### src/rtl/qsn_inv_ctrl_len15.sv
// Inverse-rotation select controller for a length-15 QSN: buffers forward shift factors in a
// FIFO and, on each return request, emits registered left/right/merge selects for the inverse.
module qsn_inv_ctrl_len15 #(
   parameter int unsigned PERMUTATION_LENGTH = 15,
   parameter int unsigned FIFO_DEPTH         = 8
) (
   input  logic        sys_clk,
   input  logic        rstn,
   input  logic        flush,
   input  logic [3:0]  fwd_shift_factor,
   input  logic        fwd_valid,
   output logic        fwd_ready,
   input  logic        ret_req,
   output logic [3:0]  left_sel,
   output logic [3:0]  right_sel,
   output logic [13:0] merge_sel,
   output logic        sel_valid,
   output logic [3:0]  fifo_count,
   output logic        underflow_err,
   output logic        range_err
);

   localparam int unsigned PtrW   = (FIFO_DEPTH > 1) ? $clog2(FIFO_DEPTH) : 1;
   localparam logic [3:0]  PermLen = 4'(PERMUTATION_LENGTH);
   localparam logic [3:0]  Depth   = 4'(FIFO_DEPTH);

   logic [3:0]      mem_q [FIFO_DEPTH];
   logic [PtrW-1:0] wptr_q, rptr_q;
   logic [3:0]      count_q;
   logic            push, pop, empty, full;
   logic [3:0]      wr_val, rd_val, inv;
   logic [3:0]      left_d, right_d;
   logic [13:0]     merge_d;

   always_comb begin
      empty  = (count_q == 4'd0);
      full   = (count_q == Depth);
      // flush wins over both FIFO operations
      push   = fwd_valid && !full && !flush;
      pop    = ret_req && !empty && !flush;
      wr_val = (fwd_shift_factor == PermLen) ? 4'd0 : fwd_shift_factor;
      rd_val = mem_q[rptr_q];
      inv    = (rd_val == 4'd0) ? 4'd0 : PermLen - rd_val;
      left_d = inv;
      right_d = (inv != 4'd0) ? PermLen - inv : 4'd0;
      merge_d = '0;
      if (inv != 4'd0 && inv < PermLen) begin
         merge_d = 14'((15'd1 << (PermLen - inv)) - 15'd1);
      end
   end

   assign fwd_ready  = !full;
   assign fifo_count = count_q;

   // Storage is not reset: entries are only ever read below count_q.
   always_ff @(posedge sys_clk) begin
      if (push) begin
         mem_q[wptr_q] <= wr_val;
      end
   end

   always_ff @(posedge sys_clk or negedge rstn) begin
      if (!rstn) begin
         wptr_q        <= '0;
         rptr_q        <= '0;
         count_q       <= 4'd0;
         sel_valid     <= 1'b0;
         left_sel      <= 4'd0;
         right_sel     <= 4'd0;
         merge_sel     <= 14'd0;
         underflow_err <= 1'b0;
         range_err     <= 1'b0;
      end else begin
         sel_valid <= pop;
         if (flush) begin
            wptr_q  <= '0;
            rptr_q  <= '0;
            count_q <= 4'd0;
         end else begin
            if (push) begin
               wptr_q <= wptr_q + PtrW'(1);
            end
            if (pop) begin
               rptr_q <= rptr_q + PtrW'(1);
            end
            if (push && !pop) begin
               count_q <= count_q + 4'd1;
            end else if (pop && !push) begin
               count_q <= count_q - 4'd1;
            end
            if (ret_req && empty) begin
               underflow_err <= 1'b1;
            end
            if (push && fwd_shift_factor == PermLen) begin
               range_err <= 1'b1;
            end
         end
         if (pop) begin
            left_sel  <= left_d;
            right_sel <= right_d;
            merge_sel <= merge_d;
         end
      end
   end

endmodule

### config.mk
export PLATFORM = sky130hd
export DESIGN_NAME = qsn_inv_ctrl_len15
export DESIGN_NICKNAME = d
export VERILOG_FILES = /design/src/rtl/qsn_inv_ctrl_len15.sv
export SDC_FILE = /design/constraint.sdc
export NUM_CORES = 1
export LEC_CHECK = 0
export ABC_CLOCK_PERIOD_IN_PS = 3500
export CORE_MARGIN = 1
export CORE_UTILIZATION = 40
export CTS_CLUSTER_SIZE = 28
export DETAILED_ROUTE_END_ITERATION = 10
export PLACE_DENSITY = 0.72
export REMOVE_ABC_BUFFERS = 1
export SLEW_MARGIN = 10
export SYNTH_ARGS = -nofsm -noshare
export SYNTH_HDL_FRONTEND = slang
export SYNTH_SLANG_ARGS = --single-unit
### constraint.sdc
create_clock -name sys_clk -period 3.5 [get_ports sys_clk]
set_clock_uncertainty 0.1 [all_clocks]
set_input_delay 0.7 -clock sys_clk [delete_from_list [all_inputs] [get_ports sys_clk]]
set_output_delay 0.7 -clock sys_clk [all_outputs]
set_load 0.01 [all_outputs]
==> qor.csv, run 1 <==
stage,metric,value,unit
timing,slew_headroom,53.2,%
cts,clockBufferDepth,2,
routing,drcViolationCount,0,
synth,synth_seq_area_share,59.4,%
routing,drtPass1Iterations,4,
routing,ant_nets,0,
routing,drt-wirelength-per-cell,14.5,um
synth,synth_cell_type_count,49,
power_and_ir_drop,ir_drop,489,uV
global_routing,grtUsageMet2,26.9,%
critical_path,timing.rr.start,rptr_q[0],
timing,hold_viol_final,0,
layout,diodes,0,
synth,netlist_top_cells_count,"nand2_1 (36), dfrtp_1 (35), edfxtp_1 (32), nor2_1 (27)",
global_routing,grt_most_used_layer,met2,
synth,syn_avg_cell_area,12.5,sq um
timing,min_period_over_period,91.1,%
worst_hold_path,min_path_type,reg -> reg,
power_and_ir_drop,power,2.92,mW
cts,clkSlewWorstSetupHoldPaths,0.07,ns
cts,post-cts-setup-buffer-count,0,
critical_path,cpPeakStageDelay,0.57,ns
die,die_w,89.9,um
critical_path,cp_max_fo,12,
synth,synth_seq_cells,67,
timing,tightestPinTransition,0.697,ns
global_routing,grtUsageMet3,6.51,%
timing,drv_slew,0,
synth,synth-async-reset-ratio,52.2,%
die,start_util,41.9,%
power_and_ir_drop,p_leak,1.46,nW
cts,ctsResizeCount,0,
critical_path,path_delay_family,multiplexers,
layout,drive_above_1_share,12.9,%
layout,finish.utilization,51.1,%
critical_path,critPathLaunchType,register,
die,die-area,8080,sq um
synth,syn_inst,247,
global_routing,grt_pass1_vias,2093,
worst_hold_path,hp-start,right_sel[1],
critical_path,endpoint_kind,register,
global_routing,grt_usage,16.5,%
timing,tns,0,ns
cts,cts_root_buf,clkbuf_8,
layout,layout.nets,304,
layout,area_growth_syn_to_layout,21.8,%
die,core_area,7370,sq um
synth,netlist_top_cells_area,"edfxtp_1 (31%), dfrtp_1 (28%), mux4_2 (5.8%)",
synth,ys.flop_type,dfrtp_1,
synth,synth_top_area_share,31.1,%
global_routing,antenna_found_initial,0,
place,gp_congestion,0.909,
place,io_buffers,38,
timing,period_needed,3.19,ns
place,dp_hpwl,4170,um
critical_path,critPathBufInv,0,
die,io_pins,39,
critical_path,startpoint,rptr_q[0],
cts,cts_buffers,9,
global_routing,grt_max_degree,36,
timing,rsz0062_at_grt,false,
synth,synth_area,3090,sq um
power_and_ir_drop,powerDensity,775,nW/um^2
run_status,status,"finished, final reports clean",
critical_path,cpMaxStageDelayCell,or4_4,
timing,fmax,0.314,GHz
job,maxCapViolations,0,
cts,htreeDepth,3,
critical_path,critical_path_class,reg -> reg,
die,die_h,89.9,um
global_routing,grt.overflow.total,0,
synth,synthMostInstantiatedCell,nand2_1,
cts,clkLatencyLatePin,0.34,ns
synth,synth_edf_count,32,
routing,drt-initial-drc-count,97,
die,num_rows,31,
cts,cts_tree,built,
critical_path,crit_chain,mux4_2 > mux2_2 > nor2_1 > nand2_1 > ha_1 > or4_4 > o211ai_2 > mux2_1,
routing,num_vias,2024,
routing,routed_wl,5700,um
critical_path,arrival,3.37,ns
routing,via_per_inst,5.15,
global_routing,grtUsageMet1,20.2,%
cts,cts_sinks,67,
global_routing,grt_pass1_wl,10300,um
cts,hold_buffers,0,
synth,yosysWarnings,0,
synth,yosysTopAreaCell,edfxtp_1,
critical_path,critical_path_required,3.68,ns
timing,setup_viol,0,
cell families (layout without fill, tap and decap cells):
family / after synthesis / after routing / synth area share [%]
simple gates: 87 / 87 / 12.8
flops: 67 / 67 / 59.4
compound gates: 44 / 44 / 9.68
mux: 18 / 18 / 10.3
buf+inv: 14 / 61 / 2.19
xor+xnor: 10 / 10 / 2.83
fa+ha+maj: 6 / 6 / 2.67
other cells: 1 / 1 / 0.121
sequential cells by signal, summed over array words and instances (netlist names):
signal and cells:
fifo_count 4, left_sel 4, mem_q 32, merge_sel 14, range_err 1, right_sel 4, rptr_q 3, sel_valid 1
underflow_err 1, wptr_q 3
worst paths after layout:
kind                                  to  slack, ns  cells after the start
max                        merge_sel[10]       0.31                      8
max reg2reg                merge_sel[10]       0.31                      8
min reg2reg                 right_sel[1]       0.36                      2
min in group asynchronous   merge_sel[7]       0.68                      2
min                         right_sel[1]       0.36                      2
max in group asynchronous      range_err       2.30                      2
metrics by stage:
stage               setup slack (ns)  cells  area, sq um  hold slack (ns)
finish                         0.311    393         3760            0.362
global route                   0.131    393         3760            0.381
CTS                            0.300    393         3760            0.369
detailed placement             0.309    377         3570            0.355
global placement               0.415    377         3570            0.343
floorplan                      0.423    235         3030            0.304
tightest hold or removal path, cell delays in order (launching register included):
cell	delay [ns]
dfrtp_1	0.34
nand2_1	0.05
nand2_1	0.04
metal layers:
metal  share of wire [%]  vias up
met5                   0        -
met4                0.70        0
met3                 5.2        4
met2                  50       59
met1                  44      975
li1                    -      986
area by class of cell:
cell class | instances | area [sq um]
Fill cell | 648 | 3600
Sequential cell | 67 | 1840
Multi-Input combinational cell | 166 | 1190
Timing Repair Buffer | 43 | 418
Clock buffer | 10 | 128
Tap cell | 99 | 124
Clock inverter | 6 | 65.1
Inverter | 2 | 7.51
power breakdown:
group | internal (mW) | leakage [nW] | total [mW] | switching, mW
clock network | 0.330 | 0.0966 | 0.616 | 0.286
logic | 0.600 | 0.630 | 1.18 | 0.577
registers | 0.991 | 0.730 | 1.13 | 0.136
cells in the final DEF, fill, tap and decap left out, types with 3 or more instances in the layout:
cell type	n
a21o_1	8
edfxtp_1	32
ha_1	5
mux4_2	8
clkbuf_8	9
clkdlybuf4s50_1	38
and2_1	5
o31ai_1	7
xor2_1	4
xnor2_1	6
nor2_1	27
buf_4	5
a211oi_1	5
o21ai_1	5
dfrtp_1	35
nand3_1	5
mux2_2	3
a21oi_1	8
nand2_1	36
No activity file was read; power rests on OpenSTA's default activity.
==> run 2: changes to the inputs <==
Settings changed: CELL_PAD_IN_SITES_DETAIL_PLACEMENT set to 1, CELL_PAD_IN_SITES_GLOBAL_PLACEMENT set to 1, PLACE_DENSITY 0.72 to 0.83.
==> run 2 against run 1 <==
Net effect: global-route usage increased by 2.1 points; flip-flop and latch count unchanged; utilization is 0.20 points higher; non-clock buffer count stayed put; final cell count unchanged; hold slack improved by 0.0081 ns; combinational power barely moved; sequential power about the same; critical path depth stayed put; cell area rose by 0.40%; critical endpoint unchanged; total power grew 3.5%; die area unchanged.
==> qor.csv, run 2 (synthesized netlist as in run 1, its figures left out) <==
stage,metric,value,unit,change
run_status,status,"finished, final reports clean",,
die,io_pins,39,,unchanged
layout,diodes,0,,unchanged
routing,drcViolationCount,0,,unchanged
routing,drt-wirelength-per-cell,17.3,um,+19%
global_routing,grt_usage,18.6,%,+2.1 points
routing,drtPass1Iterations,4,,unchanged
critical_path,crit_chain,mux4_2 > mux2_2 > nor2_1 > nand2_1 > ha_1 > or4_4 > o211ai_2 > mux2_1,,
timing,setup_viol,0,,unchanged
place,gp_congestion,0.822,,-9.5%
critical_path,arrival,3.36,ns,about the same
layout,drive_above_1_share,12.2,%,-0.68 points
power_and_ir_drop,power,3.02,mW,+3.5%
routing,drt-initial-drc-count,57,,-41%
cts,cts_buffers,9,,unchanged
cts,cts_sinks,67,,unchanged
job,maxCapViolations,0,,unchanged
cts,clkSlewWorstSetupHoldPaths,0.07,ns,about the same
critical_path,path_delay_family,multiplexers,,
cts,cts_root_buf,clkbuf_8,,
layout,final_cell_mix,"clkdlybuf4s50_1 (38), nand2_1 (36), dfrtp_1 (34), edfxtp_1 (32), nor2_1 (27)",,
timing,tightestPinTransition,0.731,ns,+0.0342 ns
cts,htreeDepth,3,,unchanged
global_routing,grt_pass1_vias,2279,,+8.9%
cts,post-cts-setup-buffer-count,0,,unchanged
critical_path,timing.rr.start,rptr_q[0],,
critical_path,critPathLaunchType,register,,
place,io_buffers,38,,unchanged
critical_path,cp_max_fo,12,,unchanged
place,dp_hpwl,4920,um,+18%
layout,largest_register_ffs,32,,unchanged
timing,tns,0,ns,unchanged
cts,clkLatencyLatePin,0.35,ns,about the same
routing,via_per_inst,5.25,,+1.9%
die,start_util,41.9,%,unchanged
critical_path,critical_path_required,3.69,ns,about the same
die,num_rows,31,,unchanged
timing,period_needed,3.18,ns,-0.0139 ns
die,die_w,89.9,um,unchanged
global_routing,grt_pass1_wl,11400,um,+10%
power_and_ir_drop,ir_drop,297,uV,-39%
layout,design_area,3780,sq um,+0.40%
routing,routed_wl,6800,um,+19%
timing,min_period_over_period,90.7,%,-0.40 points
layout,reg_top3,"mem_q (32), merge_sel (14)",,
die,core_area,7370,sq um,unchanged
power_and_ir_drop,p_leak,1.46,nW,about the same
layout,regMostFlops,mem_q,,
layout,layout.nets,304,,unchanged
timing,fmax,0.315,GHz,+0.44%
routing,ant_nets,0,,unchanged
cts,hold_buffers,0,,unchanged
layout,fill_cells,797,,+23%
routing,num_vias,2062,,+1.9%
die,die-area,8080,sq um,unchanged
timing,rsz0062_at_grt,false,,
cts,clockBufferDepth,2,,unchanged
layout,layout_commonest_cell,clkdlybuf4s50_1,,
timing,hold_viol_final,0,,unchanged
critical_path,critPathBufInv,0,,unchanged
power_and_ir_drop,powerDensity,799,nW/um^2,+3.1%
global_routing,grt.overflow.total,0,,unchanged
timing,holdWs,0.370,ns,+0.00808 ns
critical_path,critical_path_class,reg -> reg,,
cts,ctsResizeCount,0,,unchanged
place,post_dp_cell_area,3570,sq um,unchanged
timing,slew_headroom,50.9,%,-2.3 points
global_routing,grt_max_degree,36,,unchanged
cts,cts_tree,built,,
critical_path,cpPeakStageDelay,0.58,ns,about the same
critical_path,endpoint_kind,register,,
critical_path,startpoint,rptr_q[0],,
critical_path,cpMaxStageDelayCell,or4_4,,
layout,area_growth_syn_to_layout,22.3,%,
die,die_h,89.9,um,unchanged
timing,drv_slew,0,,unchanged
global_routing,antenna_found_initial,0,,unchanged
worst_hold_path,min_path_type,reg -> reg,,
worst_hold_path,hp-start,underflow_err,,
-- run 2: cell types whose count changed in the layout (fill, tap and decap cells not counted) --
cell and change:
clkinv_1 +4, clkbuf_1 -1, bufinv_16 +1, inv_6 -1
clkinv_4 -1, clkinv_2 -2, dfrtp_2 +1, dfrtp_1 -1
-- run 2: worst paths after layout --
check	end	slack, ns	cells after the start
worst max-delay path	merge_sel[10]	0.32	8
worst min-delay path	underflow_err	0.37	1
worst max register to register	merge_sel[10]	0.32	8
worst min register to register	underflow_err	0.37	1
max in group asynchronous	rptr_q[0]	2.28	2
min in group asynchronous	merge_sel[13]	0.67	2
-- run 2: routing by layer --
layer / routed length, um / global-route usage, % / vias up
met5: 0 / 0 / -
met4: 129 / 7.93 / 0
met3: 252 / 4.82 / 13
met2: 3390 / 31.0 / 49
met1: 3030 / 22.8 / 1016
li1: - / - / 984
-- run 2: through the flow --
step,instances,setup slack [ns],util [%]
after floorplan,235,0.423,-
after global placement,377,0.320,48.5
after detailed placement,377,0.194,48.5
after CTS,393,0.172,51.3
after global routing,393,0.130,51.3
final,393,0.325,51.3
-- run 2: final cells by class --
class | count | area, sq um | share of cell area (%)
Sequential cell | 67 | 1840 | 48.6
Multi-Input combinational cell | 166 | 1190 | 31.4
Timing Repair Buffer | 43 | 418 | 11.1
Clock buffer | 9 | 124 | 3.28
Tap cell | 99 | 124 | 3.28
Clock inverter | 7 | 82.6 | 2.18
Inverter | 2 | 7.51 | 0.199
-- run 2: report_power, final --
| group | internal [mW] | leakage (nW) | switching, mW |
|---|---|---|---|
| Combinational | 0.601 | 0.630 | 0.606 |
| Clock | 0.391 | 0.0994 | 0.289 |
| Sequential | 0.992 | 0.728 | 0.142 |
-- run 2: worst reg2reg max path, cell delays in order, from the launching register on --
cell and delay [ns]:
dfrtp_2 0.52, mux4_2 0.55, mux2_2 0.38, nor2_1 0.32, nand2_1 0.11, ha_1 0.35
or4_4 0.58, o211ai_2 0.07, mux2_1 0.14
==> run 3: changes to the inputs <==
Settings changed: PLACE_DENSITY 0.83 to unset, PLACE_DENSITY_LB_ADDON set to 0.1.
==> run 3 against run 2 <==
Net effect: combinational power hardly changed; critical path depth unchanged; worst setup slack better by 0.071 ns; hold slack got worse by 0.032 ns; fmax up 2.3%; register-to-register slack improved by 0.07 ns; cell area increased by 1.4%; total power is 3.7% higher; global-route usage shrank 0.60 points; critical path type unchanged.
==> qor.csv, run 3 (synthesized netlist as in run 1, its figures left out) <==
stage,metric,value,unit,change
critical_path,startpoint,rptr_q[0],,
timing,drv_slew,0,,unchanged
layout,final_cell_mix,"clkdlybuf4s50_1 (37), nand2_1 (36), dfrtp_1 (35), edfxtp_1 (32), nor2_1 (27)",,
critical_path,critPathLaunchType,register,,
layout,largest_register_ffs,32,,unchanged
routing,drt-wirelength-per-cell,16.4,um,-5.5%
cts,cts_sinks,67,,unchanged
cts,clockBufferDepth,2,,unchanged
critical_path,cpPeakStageDelay,0.65,ns,+0.07 ns
global_routing,antenna_found_initial,0,,unchanged
timing,tightestPinTransition,0.793,ns,+0.0620 ns
power_and_ir_drop,ir_drop,300,uV,+1.2%
critical_path,r2r_cells,8,,unchanged
power_and_ir_drop,power,3.13,mW,+3.7%
cts,post-cts-setup-buffer-count,0,,unchanged
run_status,status,"finished, final reports clean",,
critical_path,arrival,3.28,ns,-0.08 ns
place,io_buffers,38,,unchanged
layout,regMostFlops,mem_q,,
place,post_dp_cell_area,3580,sq um,+0.28%
layout,final_cells,395,,+0.51%
global_routing,grt.overflow.total,0,,unchanged
die,num_rows,31,,unchanged
timing,rsz0062_at_grt,false,,
place,gp_congestion,0.777,,-5.4%
routing,drtPass1Iterations,4,,unchanged
timing,tns,0,ns,unchanged
cts,clkLatencyLatePin,0.34,ns,about the same
routing,ant_nets,0,,unchanged
routing,drcViolationCount,0,,unchanged
layout,diodes,0,,unchanged
cts,htreeDepth,3,,unchanged
critical_path,path_delay_family,multiplexers,,
layout,layout.nets,306,,+0.66%
layout,drive_above_1_share,14.2,%,+1.9 points
layout,fill_cells,786,,-1.4%
place,dp.cells,379,,+0.53%
critical_path,critPathBufInv,0,,unchanged
critical_path,reg2reg_to,merge_sel[10],,
cts,clkSlewWorstSetupHoldPaths,0.08,ns,about the same
timing,period_needed,3.10,ns,-0.0709 ns
place,dp_hpwl,4630,um,-5.8%
critical_path,timing.rr.start,rptr_q[0],,
routing,drt-initial-drc-count,40,,-30%
timing,hold_viol_final,0,,unchanged
power_and_ir_drop,powerDensity,818,nW/um^2,+2.3%
cts,hold_buffers,0,,unchanged
cts,cts_tree,built,,
global_routing,grt_max_degree,36,,unchanged
routing,num_vias,2034,,-1.4%
timing,setup_viol,0,,unchanged
global_routing,grt_pass1_vias,2206,,-3.2%
critical_path,critical_path_class,reg -> reg,,
critical_path,crit_chain,mux4_2 > mux2_2 > nor2_1 > nand2_1 > ha_1 > or4_4 > o211ai_2 > mux2_1,,
layout,design_area,3830,sq um,+1.4%
job,maxCapViolations,0,,unchanged
cts,ctsResizeCount,0,,unchanged
critical_path,endpoint_kind,register,,
global_routing,grt_usage,18.0,%,-0.60 points
timing,fmax,0.322,GHz,+2.3%
critical_path,cpMaxStageDelayCell,dfrtp_1,,
layout,reg_top3,"mem_q (32), merge_sel (14)",,
critical_path,critical_path_required,3.68,ns,about the same
power_and_ir_drop,p_leak,1.49,nW,+2.5%
die,die_w,89.9,um,unchanged
worst_hold_path,min_path_type,in -> async,,
cts,cts_buffers,9,,unchanged
timing,min_period_over_period,88.7,%,-2.0 points
die,die_h,89.9,um,unchanged
layout,area_growth_syn_to_layout,24.0,%,
die,die-area,8080,sq um,unchanged
timing,slew_headroom,47.1,%,-3.8 points
routing,routed_wl,6460,um,-5.0%
die,io_pins,39,,unchanged
timing,holdWs,0.338,ns,-0.0323 ns
layout,layout_commonest_cell,clkdlybuf4s50_1,,
critical_path,ff2ff_setup_slack,0.40,ns,+0.07 ns
die,core_area,7370,sq um,unchanged
global_routing,grt_pass1_wl,11200,um,-0.97%
die,start_util,41.9,%,unchanged
cts,cts_root_buf,clkbuf_8,,
critical_path,cp_max_fo,9,,-3
routing,via_per_inst,5.15,,-1.9%
run 3: final cells by class:
cell class / count / area [sq um] / area share (%)
timing repair buffer: 45 / 428 / 11.2
multi-input combinational: 166 / 1190 / 31.0
clock buffer: 9 / 124 / 3.23
clock inverter: 7 / 125 / 3.27
sequential: 67 / 1840 / 47.9
tap: 99 / 124 / 3.23
inverter: 2 / 7.51 / 0.196
run 3: where the power goes:
part           internal (mW)  switching, mW
combinational          0.608          0.597
sequential             0.990          0.139
clock                  0.479          0.319
total                   2.08           1.05
run 3: worst max-delay path by stage:
stage	endpoint	cells past startpoint
finish	merge_sel[10]	8
global route	merge_sel[10]	8
CTS	merge_sel[10]	8
detailed placement	merge_sel[10]	8
global placement	merge_sel[10]	8
floorplan	merge_sel[10]	8
run 3: layer usage:
metal	vias to the layer above	GRT usage (%)	wire, um
met5	-	0	0
met4	0	5.38	53
met3	6	3.89	191
met2	34	30.8	3260
met1	1004	22.8	2960
li1	990	-	-
run 3: metrics by stage:
step           setup WS (ns)  util [%]
4_1_cts                0.366      52.0
5_1_grt                0.196      52.0
2_1_floorplan          0.423         -
3_3_place_gp           0.428      48.6
3_5_place_dp           0.365      48.6
6_report               0.395      52.0
